--- src/rtl/cache_mem_arbiter_if.sv ---
// rtl/cache_mem_arbiter_if.sv - cache refill/writeback requests and memory beat bus
// The arbiter uses the slave modport; caches and memory use the master modport.
interface cache_mem_arbiter_if #(
  parameter int WORD             = 32,
  parameter int CACHE_LINE_WIDTH = 128
);
  logic                        i_req_valid;
  logic [WORD-1:0]             i_req_addr;
  logic                        i_resp_ready;
  logic [CACHE_LINE_WIDTH-1:0] i_resp_line;
  logic                        d_rd_valid;
  logic [WORD-1:0]             d_rd_addr;
  logic                        d_rd_ready;
  logic [CACHE_LINE_WIDTH-1:0] d_rd_line;
  logic                        d_wr_valid;
  logic [WORD-1:0]             d_wr_addr;
  logic [CACHE_LINE_WIDTH-1:0] d_wr_line;
  logic                        d_wr_done;
  logic                        mem_valid;
  logic                        mem_we;
  logic [WORD-1:0]             mem_addr;
  logic [WORD-1:0]             mem_wdata;
  logic                        mem_ready;
  logic [WORD-1:0]             mem_rdata;

  modport slave (
    input  i_req_valid, i_req_addr, d_rd_valid, d_rd_addr,
    input  d_wr_valid, d_wr_addr, d_wr_line, mem_ready, mem_rdata,
    output i_resp_ready, i_resp_line, d_rd_ready, d_rd_line, d_wr_done,
    output mem_valid, mem_we, mem_addr, mem_wdata
  );

  modport master (
    output i_req_valid, i_req_addr, d_rd_valid, d_rd_addr,
    output d_wr_valid, d_wr_addr, d_wr_line, mem_ready, mem_rdata,
    input  i_resp_ready, i_resp_line, d_rd_ready, d_rd_line, d_wr_done,
    input  mem_valid, mem_we, mem_addr, mem_wdata
  );
endinterface

--- src/rtl/cache_mem_arbiter.sv ---
// rtl/cache_mem_arbiter.sv - shares one word-wide memory port between ICache and DCache
// Each grant moves one 4-word line; writebacks win, refill ties alternate.
module cache_mem_arbiter #(
  parameter int WORD             = 32,
  parameter int CACHE_LINE_WIDTH = 128
) (
  input logic                clk,
  input logic                rst,
  cache_mem_arbiter_if.slave bus
);

  typedef enum logic [2:0] {IDLE, D_WR, D_RD, I_RD, RESP} state_e;

  state_e                      state_q;
  logic [1:0]                  beat_q;
  logic [WORD-1:0]             base_q;
  logic [WORD-1:0]             base_d;
  logic [WORD-1:0]             addr_sel;
  logic                        last_i_q;
  logic [3*WORD-1:0]           buf_q;
  logic [CACHE_LINE_WIDTH-1:0] i_line_q;
  logic [CACHE_LINE_WIDTH-1:0] d_line_q;
  logic                        i_rdy_q;
  logic                        d_rdy_q;
  logic                        d_done_q;
  logic                        xfer;
  logic                        grant_wr;
  logic                        grant_i;
  logic                        grant_d;

  // last_i_q low means the DCache read was served last, so the ICache wins a tie.
  always_comb begin
    grant_wr = bus.d_wr_valid;
    grant_i  = !bus.d_wr_valid && bus.i_req_valid && (!bus.d_rd_valid || !last_i_q);
    grant_d  = !bus.d_wr_valid && bus.d_rd_valid && !grant_i;
    if (grant_wr)     addr_sel = bus.d_wr_addr;
    else if (grant_i) addr_sel = bus.i_req_addr;
    else              addr_sel = bus.d_rd_addr;
    base_d = addr_sel & ~WORD'(15);
    xfer   = (state_q == D_WR) || (state_q == D_RD) || (state_q == I_RD);
  end

  assign bus.mem_valid    = xfer;
  assign bus.mem_we       = (state_q == D_WR);
  assign bus.mem_addr     = xfer ? base_q + WORD'({beat_q, 2'b00}) : '0;
  assign bus.mem_wdata    = (state_q == D_WR) ? bus.d_wr_line[int'(beat_q)*WORD +: WORD] : '0;
  assign bus.i_resp_ready = i_rdy_q;
  assign bus.i_resp_line  = i_line_q;
  assign bus.d_rd_ready   = d_rdy_q;
  assign bus.d_rd_line    = d_line_q;
  assign bus.d_wr_done    = d_done_q;

  always_ff @(posedge clk or negedge rst) begin
    if (!rst) begin
      state_q  <= IDLE;
      beat_q   <= '0;
      base_q   <= '0;
      last_i_q <= 1'b0;
      buf_q    <= '0;
      i_line_q <= '0;
      d_line_q <= '0;
      i_rdy_q  <= 1'b0;
      d_rdy_q  <= 1'b0;
      d_done_q <= 1'b0;
    end else begin
      i_rdy_q  <= 1'b0;
      d_rdy_q  <= 1'b0;
      d_done_q <= 1'b0;
      case (state_q)
        IDLE: begin
          beat_q <= '0;
          if (grant_wr || grant_i || grant_d) base_q <= base_d;
          if (grant_wr) begin
            state_q <= D_WR;
          end else if (grant_i) begin
            state_q  <= I_RD;
            last_i_q <= 1'b1;
          end else if (grant_d) begin
            state_q  <= D_RD;
            last_i_q <= 1'b0;
          end
        end
        D_WR, D_RD, I_RD: begin
          if (bus.mem_ready) begin
            beat_q <= beat_q + 2'd1;
            if (state_q != D_WR) begin
              case (beat_q)
                2'd0:    buf_q[WORD-1:0]        <= bus.mem_rdata;
                2'd1:    buf_q[2*WORD-1:WORD]   <= bus.mem_rdata;
                2'd2:    buf_q[3*WORD-1:2*WORD] <= bus.mem_rdata;
                default: ;
              endcase
            end
            // The final beat goes straight into the visible line so it is ready in RESP.
            if (beat_q == 2'd3) begin
              state_q  <= RESP;
              d_done_q <= (state_q == D_WR);
              d_rdy_q  <= (state_q == D_RD);
              i_rdy_q  <= (state_q == I_RD);
              if (state_q == D_RD) d_line_q <= {bus.mem_rdata, buf_q};
              if (state_q == I_RD) i_line_q <= {bus.mem_rdata, buf_q};
            end
          end
        end
        RESP:    state_q <= IDLE;
        default: state_q <= IDLE;
      endcase
    end
  end

endmodule

--- src/flat_wrapper.sv ---
// flat-port wrapper written by rule: the top's interface ports become plain ports
module cache_mem_arbiter_flat 
#(
  parameter int WORD             = 32,
  parameter int CACHE_LINE_WIDTH = 128
)
  (clk, rst, bus_i_req_valid, bus_i_req_addr, bus_d_rd_valid, bus_d_rd_addr, bus_d_wr_valid, bus_d_wr_addr, bus_d_wr_line, bus_mem_ready, bus_mem_rdata, bus_i_resp_ready, bus_i_resp_line, bus_d_rd_ready, bus_d_rd_line, bus_d_wr_done, bus_mem_valid, bus_mem_we, bus_mem_addr, bus_mem_wdata);
  cache_mem_arbiter_if #(.WORD(WORD), .CACHE_LINE_WIDTH(CACHE_LINE_WIDTH)) bus_i ();
  input logic clk;
  input logic rst;
  input wire logic [$bits(bus_i.i_req_valid)-1:0] bus_i_req_valid;
  input wire logic [$bits(bus_i.i_req_addr)-1:0] bus_i_req_addr;
  input wire logic [$bits(bus_i.d_rd_valid)-1:0] bus_d_rd_valid;
  input wire logic [$bits(bus_i.d_rd_addr)-1:0] bus_d_rd_addr;
  input wire logic [$bits(bus_i.d_wr_valid)-1:0] bus_d_wr_valid;
  input wire logic [$bits(bus_i.d_wr_addr)-1:0] bus_d_wr_addr;
  input wire logic [$bits(bus_i.d_wr_line)-1:0] bus_d_wr_line;
  input wire logic [$bits(bus_i.mem_ready)-1:0] bus_mem_ready;
  input wire logic [$bits(bus_i.mem_rdata)-1:0] bus_mem_rdata;
  output wire logic [$bits(bus_i.i_resp_ready)-1:0] bus_i_resp_ready;
  output wire logic [$bits(bus_i.i_resp_line)-1:0] bus_i_resp_line;
  output wire logic [$bits(bus_i.d_rd_ready)-1:0] bus_d_rd_ready;
  output wire logic [$bits(bus_i.d_rd_line)-1:0] bus_d_rd_line;
  output wire logic [$bits(bus_i.d_wr_done)-1:0] bus_d_wr_done;
  output wire logic [$bits(bus_i.mem_valid)-1:0] bus_mem_valid;
  output wire logic [$bits(bus_i.mem_we)-1:0] bus_mem_we;
  output wire logic [$bits(bus_i.mem_addr)-1:0] bus_mem_addr;
  output wire logic [$bits(bus_i.mem_wdata)-1:0] bus_mem_wdata;
  assign bus_i.i_req_valid = bus_i_req_valid;
  assign bus_i.i_req_addr = bus_i_req_addr;
  assign bus_i.d_rd_valid = bus_d_rd_valid;
  assign bus_i.d_rd_addr = bus_d_rd_addr;
  assign bus_i.d_wr_valid = bus_d_wr_valid;
  assign bus_i.d_wr_addr = bus_d_wr_addr;
  assign bus_i.d_wr_line = bus_d_wr_line;
  assign bus_i.mem_ready = bus_mem_ready;
  assign bus_i.mem_rdata = bus_mem_rdata;
  assign bus_i_resp_ready = bus_i.i_resp_ready;
  assign bus_i_resp_line = bus_i.i_resp_line;
  assign bus_d_rd_ready = bus_i.d_rd_ready;
  assign bus_d_rd_line = bus_i.d_rd_line;
  assign bus_d_wr_done = bus_i.d_wr_done;
  assign bus_mem_valid = bus_i.mem_valid;
  assign bus_mem_we = bus_i.mem_we;
  assign bus_mem_addr = bus_i.mem_addr;
  assign bus_mem_wdata = bus_i.mem_wdata;
  cache_mem_arbiter #(.WORD(WORD), .CACHE_LINE_WIDTH(CACHE_LINE_WIDTH)) u_core (.clk(clk), .rst(rst), .bus(bus_i));
endmodule
--- config.mk ---
export PLATFORM = sky130hd
export DESIGN_NAME = cache_mem_arbiter_flat
export DESIGN_NICKNAME = d
export VERILOG_FILES = /design/src/rtl/cache_mem_arbiter_if.sv /design/src/rtl/cache_mem_arbiter.sv /design/src/flat_wrapper.sv
export SDC_FILE = /design/constraint.sdc
export NUM_CORES = 1
export LEC_CHECK = 0
export CAP_MARGIN = 30
export CORE_AREA = 5 5 228 230
export DETAILED_ROUTE_END_ITERATION = 10
export DIE_AREA = 0 0 233 235
export PLACE_DENSITY = 0.62
export SLEW_MARGIN = 20
export SYNTH_ARGS = -nofsm -noshare
export SYNTH_HDL_FRONTEND = slang
export SYNTH_SLANG_ARGS = --single-unit
--- constraint.sdc ---
create_clock -name clk -period 2 [get_ports clk]
set_input_delay 0.4 -clock clk [delete_from_list [all_inputs] [get_ports clk]]
set_output_delay 0.4 -clock clk [all_outputs]
set_load 0.1 [all_outputs]
==> impl_metrics.yaml, run 1 <==
setup_path:
  crit_arrival_ns: 2.15
  reg2reg_from: "u_core.beat_q[0]"
  worst_setup_path_end_kind: "output port"
  critical_path.cell_chain: "buf_12 -> buf_12 -> mux4_2 -> and3_4 -> buf_12"
  endpoint: "bus_mem_wdata[2]"
  critPathTopFamily: "multiplexers"
  rrSetupSlack_ns: 0.05
  cp.required_ns: 1.60
  slowest_delay_ns: 0.57
  startpoint: "u_core.beat_q[0]"
  r2r_end: "u_core.bus.d_rd_line[124]"
  reg2regPathDepth: 7
  critPathSlowestCell: "mux4_2"
  startpoint_type: "flip-flop"
  path_max_fanout: 6
  critPathMostFrequentCell: "buf_12"
  path_class: "reg2out"
  worst-path-stages: 5
  path_buf_inv: 3
placement:
  place_ws_ns: -0.2624
  port_buffers: 572
  gp_congestion: 0.8843
  dp_hpwl_mm: 44.20
grt:
  gr-total-overflow: 0
  grt_start_max_net_pins: 69
  grt_antenna_before_repair: 11
  grt_pass1_vias: 13029
  grt_pass1_wl_mm: 86.02
  track_usage_pct: 20.68
yosys:
  ys_dominant_reg_cell: "dfrtp_1"
  ys_types: 38
  synth_compound_gate_area_share_pct: 2.453
  syn_inst: 1064
  synthArstFlopShare_pct: 100.0
  netlist_top_cells_area: "dfrtp_1 58%, mux2_2 17%, mux2_4 8.9%"
  synth_top_family_by_area: "multiplexers"
  synthDominantCellAreaShare_pct: 57.84
  synth-simple-area-share_pct: 3.925
  avgSynthCellArea_um2: 15.82
  synth_area_um2: 16830
  synth-edff-count: 0
  synth_mux_area_share_pct: 31.79
  ys_ff_latch: 389
  synthAdderAreaFrac_pct: 0.2974
  yosysSeqAreaShare_pct: 57.84
  yosys.area.top_type: "dfrtp_1"
  synth-xor-area-share_pct: 0
  synth_warnings: 0
layout:
  final_cell_mix: "385 x dfrtp_1, 291 x buf_4, 249 x mux2_2"
  fin_nets: 1997
  drive_above_1_share_pct: 55.70
  areaGrowthSynthToFinish_pct: 57.23
  final_common_cell: "dfrtp_1"
drt:
  num_vias: 11831
  wl_per_cell_um: 24.38
  drt-initial-drc-count: 428
  drt_first_pass_iters: 4
  viasPerCell: 4.841
  ant_nets: 0
  drt-total-wl_mm: 59.58
  drc: 0
timing:
  setup_violations: 64
  rsz0062_at_grt: "true"
  hold_viol: 0
  fin_skew_ns: 0.02548
  slew_violations: 0
  setup_ws_ns: -0.5540
  min_period_ns: 2.554
  max_freq_ghz: 0.3915
  fin_crit_sh_pct: 127.7
clock_tree:
  cts-buffers-inserted: 42
  cts_tree: "done"
  ctsHtreeMaxLevel: 2
  clk_pin_slew_ns: 0.06
  root_buffer: "clkbuf_16"
  clock_latency_ns: 0.55
  clockBufferDepth: 3
  clock_sinks: 389
die:
  die_w_um: 233
  core_um2: 49660
  die_h_um: 235
  num_io_pins: 587
  start_util_pct: 33.89
  placementRows: 82
  die-area_um2: 54760
outcome:
  violations: "negative setup slack"
  status: "finished with violations"
worst_hold_path:
  hp-class: "in2async"
run:
  maxCapViolations: 0
[worst register-to-register path, delay by kind of cell, from the launching register on]
family                   cells  cell delay [ns]
buffers and inverters        4             0.64
flip-flops                   1             0.41
multiplexers                 1             0.34
AND/OR/NAND/NOR              1             0.29
adder cells (fa/ha/maj)      1             0.16
[synthesized netlist by cell type, drive strengths merged (6+ instances only)]
master	number
and2	28
clkbuf	20
mux4	32
and3	32
mux2	352
dfrtp	389
buf	54
nand3	30
o21ai	30
mux2i	29
o211ai	28
nand2	6
[per-stage QoR]
step | hold slack [ns] | setup TNS (ns) | utilization [%] | area (um2) | instances
5_1_grt | 0.3050 | -28.67 | 53.28 | 26460 | 2441
3_5_place_dp | 0.2776 | -31.73 | 48.83 | 24250 | 2313
3_3_place_gp | 0.2758 | -30.15 | 48.83 | 24250 | 2313
4_1_cts | 0.2826 | -33.08 | 52.62 | 26130 | 2418
2_1_floorplan | 0.1044 | -0.9131 | - | 17050 | 1065
6_report | 0.3114 | -24.26 | 53.29 | 26460 | 2444
[layout make-up]
type                    count  area, um2
clock inverters            18      112.6
multi-input cells         597       6802
fillers                  4248      23190
diodes                      9      22.52
repair buffers            696       7730
flip-flops and latches    389       9739
clock buffers              58       1191
well taps                 672      840.8
inverters                   5      25.02
[registers in the layout (all words and copies together) (netlist names)]
name,count
u_core.base_q,28
u_core.beat_q,2
u_core.buf_q,96
u_core.bus.d_rd_line,128
u_core.bus.d_rd_ready,1
u_core.bus.d_wr_done,1
u_core.bus.i_resp_line,128
u_core.bus.i_resp_ready,1
u_core.last_i_q,1
u_core.state_q,3
[worst min-delay path by stage]
stage | from | end | slack (ns) | depth (start not counted)
after detailed placement | rst | u_core.bus.d_rd_line[112] | 0.28 | 1
after CTS | rst | u_core.bus.d_rd_line[112] | 0.28 | 2
after global placement | rst | u_core.bus.d_rd_line[112] | 0.28 | 1
final | rst | u_core.bus.d_rd_line[112] | 0.31 | 2
after floorplan | rst | u_core.base_q[10] | 0.10 | 0
after global routing | rst | u_core.bus.d_rd_line[112] | 0.30 | 2
[kinds of logic (layout without fill, tap and decap cells)]
group,count (synthesis),in the layout
multiplexers,413,413
flip-flops,389,389
AND/OR/NAND/NOR,112,112
buffers and inverters,79,777
AO/OA/AOI/OAI,66,66
adder cells (fa/ha/maj),4,4
other,1,11
[per-layer routing]
layer | vias up | routed length (um) | track usage, %
met5 | - | 0 | 0
met1 | 6082 | 21540 | 23.11
met2 | 423 | 32290 | 38.81
li1 | 5242 | - | -
met4 | 0 | 1758 | 5.818
met3 | 84 | 3996 | 5.059
[repair_timing]
| item | in CTS | in global routing |
|---|---|---|
| buffers inserted | 21 | 13 |
| pin swaps | 48 | 7 |
| hold endpoints to repair | 25 | 0 |
| cloned | 8 | 9 |
| hold buffers | 1 | 0 |
| endpoints found under the setup margin | 64 | 342 |
| resized for setup | 54 | 24 |
Power of run 1 is left out: the tool's default activity adds up to more than one toggle a clock period on the data nets, which glitch-free logic cannot reach.
==> run 2: changes to the inputs <==
--- a/config.mk
+++ b/config.mk
@@ -10,7 +10,7 @@
 export DETAILED_ROUTE_END_ITERATION = 10
 export DIE_AREA = 0 0 233 235
 export PLACE_DENSITY = 0.62
-export SLEW_MARGIN = 20
+export SLEW_MARGIN = 40
 export SYNTH_ARGS = -nofsm -noshare
 export SYNTH_HDL_FRONTEND = slang
 export SYNTH_SLANG_ARGS = --single-unit
==> results of run 2 <==
Final layout, timing and power as in run 1 (identical DEF).
Power of run 2 is left out for the same reason.
==> run 3: changes to the inputs <==
--- a/config.mk
+++ b/config.mk
@@ -6,10 +6,11 @@
 export NUM_CORES = 1
 export LEC_CHECK = 0
 export CAP_MARGIN = 30
-export CORE_AREA = 5 5 228 230
+export CORE_AREA = 5 5 225 227
+export CTS_BUF_LIST = sky130_fd_sc_hd__clkbuf_8
 export DETAILED_ROUTE_END_ITERATION = 10
-export DIE_AREA = 0 0 233 235
-export PLACE_DENSITY = 0.62
+export DIE_AREA = 0 0 230 232
+export PLACE_DENSITY = 0.63
 export SLEW_MARGIN = 40
 export SYNTH_ARGS = -nofsm -noshare
 export SYNTH_HDL_FRONTEND = slang
==> impl_metrics.yaml, run 3 (synthesis results as in run 1) <==
timing:
  setup_ws_ns: -0.6002
  setup_violations: 64
  hold_viol: 0
  fin_skew_ns: 0.02254
  fin_hold_ws_ns: 0.2280
  slew_violations: 0
  max_freq_ghz: 0.3846
  rsz0062_at_grt: "true"
  tightest_slew_ns: 0.5001
  slew_headroom_pct: 66.66
  min_period_ns: 2.600
  fin_crit_sh_pct: 130.0
setup_path:
  critPathMostFrequentCell: "buf_12"
  critical_path.cell_chain: "buf_12 -> buf_12 -> mux4_2 -> and3_4 -> buf_12"
  critPathSlowestCell: "mux4_2"
  path_class: "reg2out"
  path_max_fanout: 16
  worst_setup_path_end_kind: "output port"
  slowest_delay_ns: 0.51
  rrSetupSlack_ns: 0
  crit_arrival_ns: 2.20
  cp.required_ns: 1.60
  startpoint_type: "flip-flop"
grt:
  gr-total-overflow: 0
  grt_start_max_net_pins: 66
  grt_pass1_wl_mm: 84.13
  track_usage_pct: 20.87
  grt_pass1_vias: 13110
  grt_antenna_before_repair: 9
die:
  start_util_pct: 34.74
  die_h_um: 232
  die-area_um2: 53360
  num_io_pins: 587
  placementRows: 81
  core_um2: 48440
  die_w_um: 230
placement:
  port_buffers: 572
  dp_hpwl_mm: 42.58
  gp_congestion: 0.8558
clock_tree:
  cts-buffers-inserted: 70
  clockBufferDepth: 3
  ctsHtreeMaxLevel: 3
  cts_tree: "done"
  clock_sinks: 389
  clock_latency_ns: 0.64
  clk_pin_slew_ns: 0.06
  root_buffer: "clkbuf_8"
drt:
  drt-total-wl_mm: 57.85
  num_vias: 11891
  wl_per_cell_um: 23.78
  ant_nets: 0
  viasPerCell: 4.887
  drt_first_pass_iters: 4
  drt-initial-drc-count: 428
  drc: 0
layout:
  final_common_cell: "dfrtp_1"
  final_cell_mix: "386 x dfrtp_1, 310 x buf_4, 248 x clkdlybuf4s50_1"
  areaGrowthSynthToFinish_pct: 56.67
  drive_above_1_share_pct: 56.17
  fin_nets: 2018
run:
  maxCapViolations: 0
outcome:
  status: "finished with violations"
  violations: "negative setup slack"
worst_hold_path:
  hp-class: "in2async"
## run 3: cell count changes in the layout (fill, tap and decap cells not counted), moves of 8 or more
cell	previous run	this run
clkbuf_1	8	0
mux2_4	102	132
inv_1	2	21
buf_6	18	10
clkbuf_16	49	5
mux2_2	249	219
clkbuf_8	8	90
buf_4	291	310
buf_12	118	105
## run 3: final cells by class
type                            instances  area (um2)
Clock buffer                           90        1239
Tap cell                              622       778.2
Timing Repair Buffer                  689        7390
Multi-Input combinational cell        597        6925
Inverter                                5       28.78
Clock inverter                         37       260.3
Sequential cell                       389        9738
Antenna cell                            4       10.01
Fill cell                            3984       22070
## run 3: layer usage
layer	global-route usage, %	part of all wire (%)	wire [um]	vias to the layer above
met2	38.36	53	30910	445
met3	6.016	6.8	3909	80
met5	0	0	0	-
li1	-	-	-	5291
met1	23.04	37	21190	6075
met4	7.435	3.2	1841	0
## run 3: final timing paths
check | endpoint | from | cells after the start
min reg2reg | u_core.bus.d_rd_line[123] | u_core.bus.d_rd_line[123] | 1
max reg2reg | u_core.buf_q[8] | u_core.beat_q[1] | 9
max in group asynchronous | u_core.buf_q[54] | rst | 3
min | u_core.bus.d_rd_line[112] | rst | 2
min in group clk | u_core.base_q[29] | bus_d_wr_addr[29] | 3
max | bus_mem_wdata[26] | u_core.beat_q[0] | 5
## run 3: what timing repair did
item / in CTS / in global routing
buffers inserted: 20 / 14
endpoints found under the setup margin: 64 / 148
endpoints found under the hold margin: 238 / 0
resized for setup: 47 / 51
cloned: 4 / 6
hold buffers: 1 / 0
pin swaps: 34 / 5
## run 3: through the flow
stage / worst slack, ns / util, % / TNS, ns / std cells / area, um2
global route: -0.7127 / 54.43 / -34.51 / 2433 / 26370
global placement: -0.2473 / 49.62 / -38.94 / 2258 / 24040
finish: -0.6002 / 54.43 / -27.38 / 2433 / 26370
CTS: -0.6761 / 53.55 / -32.98 / 2410 / 25940
detailed placement: -0.2703 / 49.62 / -40.87 / 2258 / 24040
floorplan: -0.2039 / - / -0.9131 / 1065 / 17050
## run 3: worst max-delay path: cells and delay by family, from the launching register on
kind                   cells  cell delay [ns]
multiplexers               1             0.51
buffers and inverters      3             0.49
flip-flops                 1             0.37
AND/OR/NAND/NOR            1             0.21
Power of run 3 is left out for the same reason.
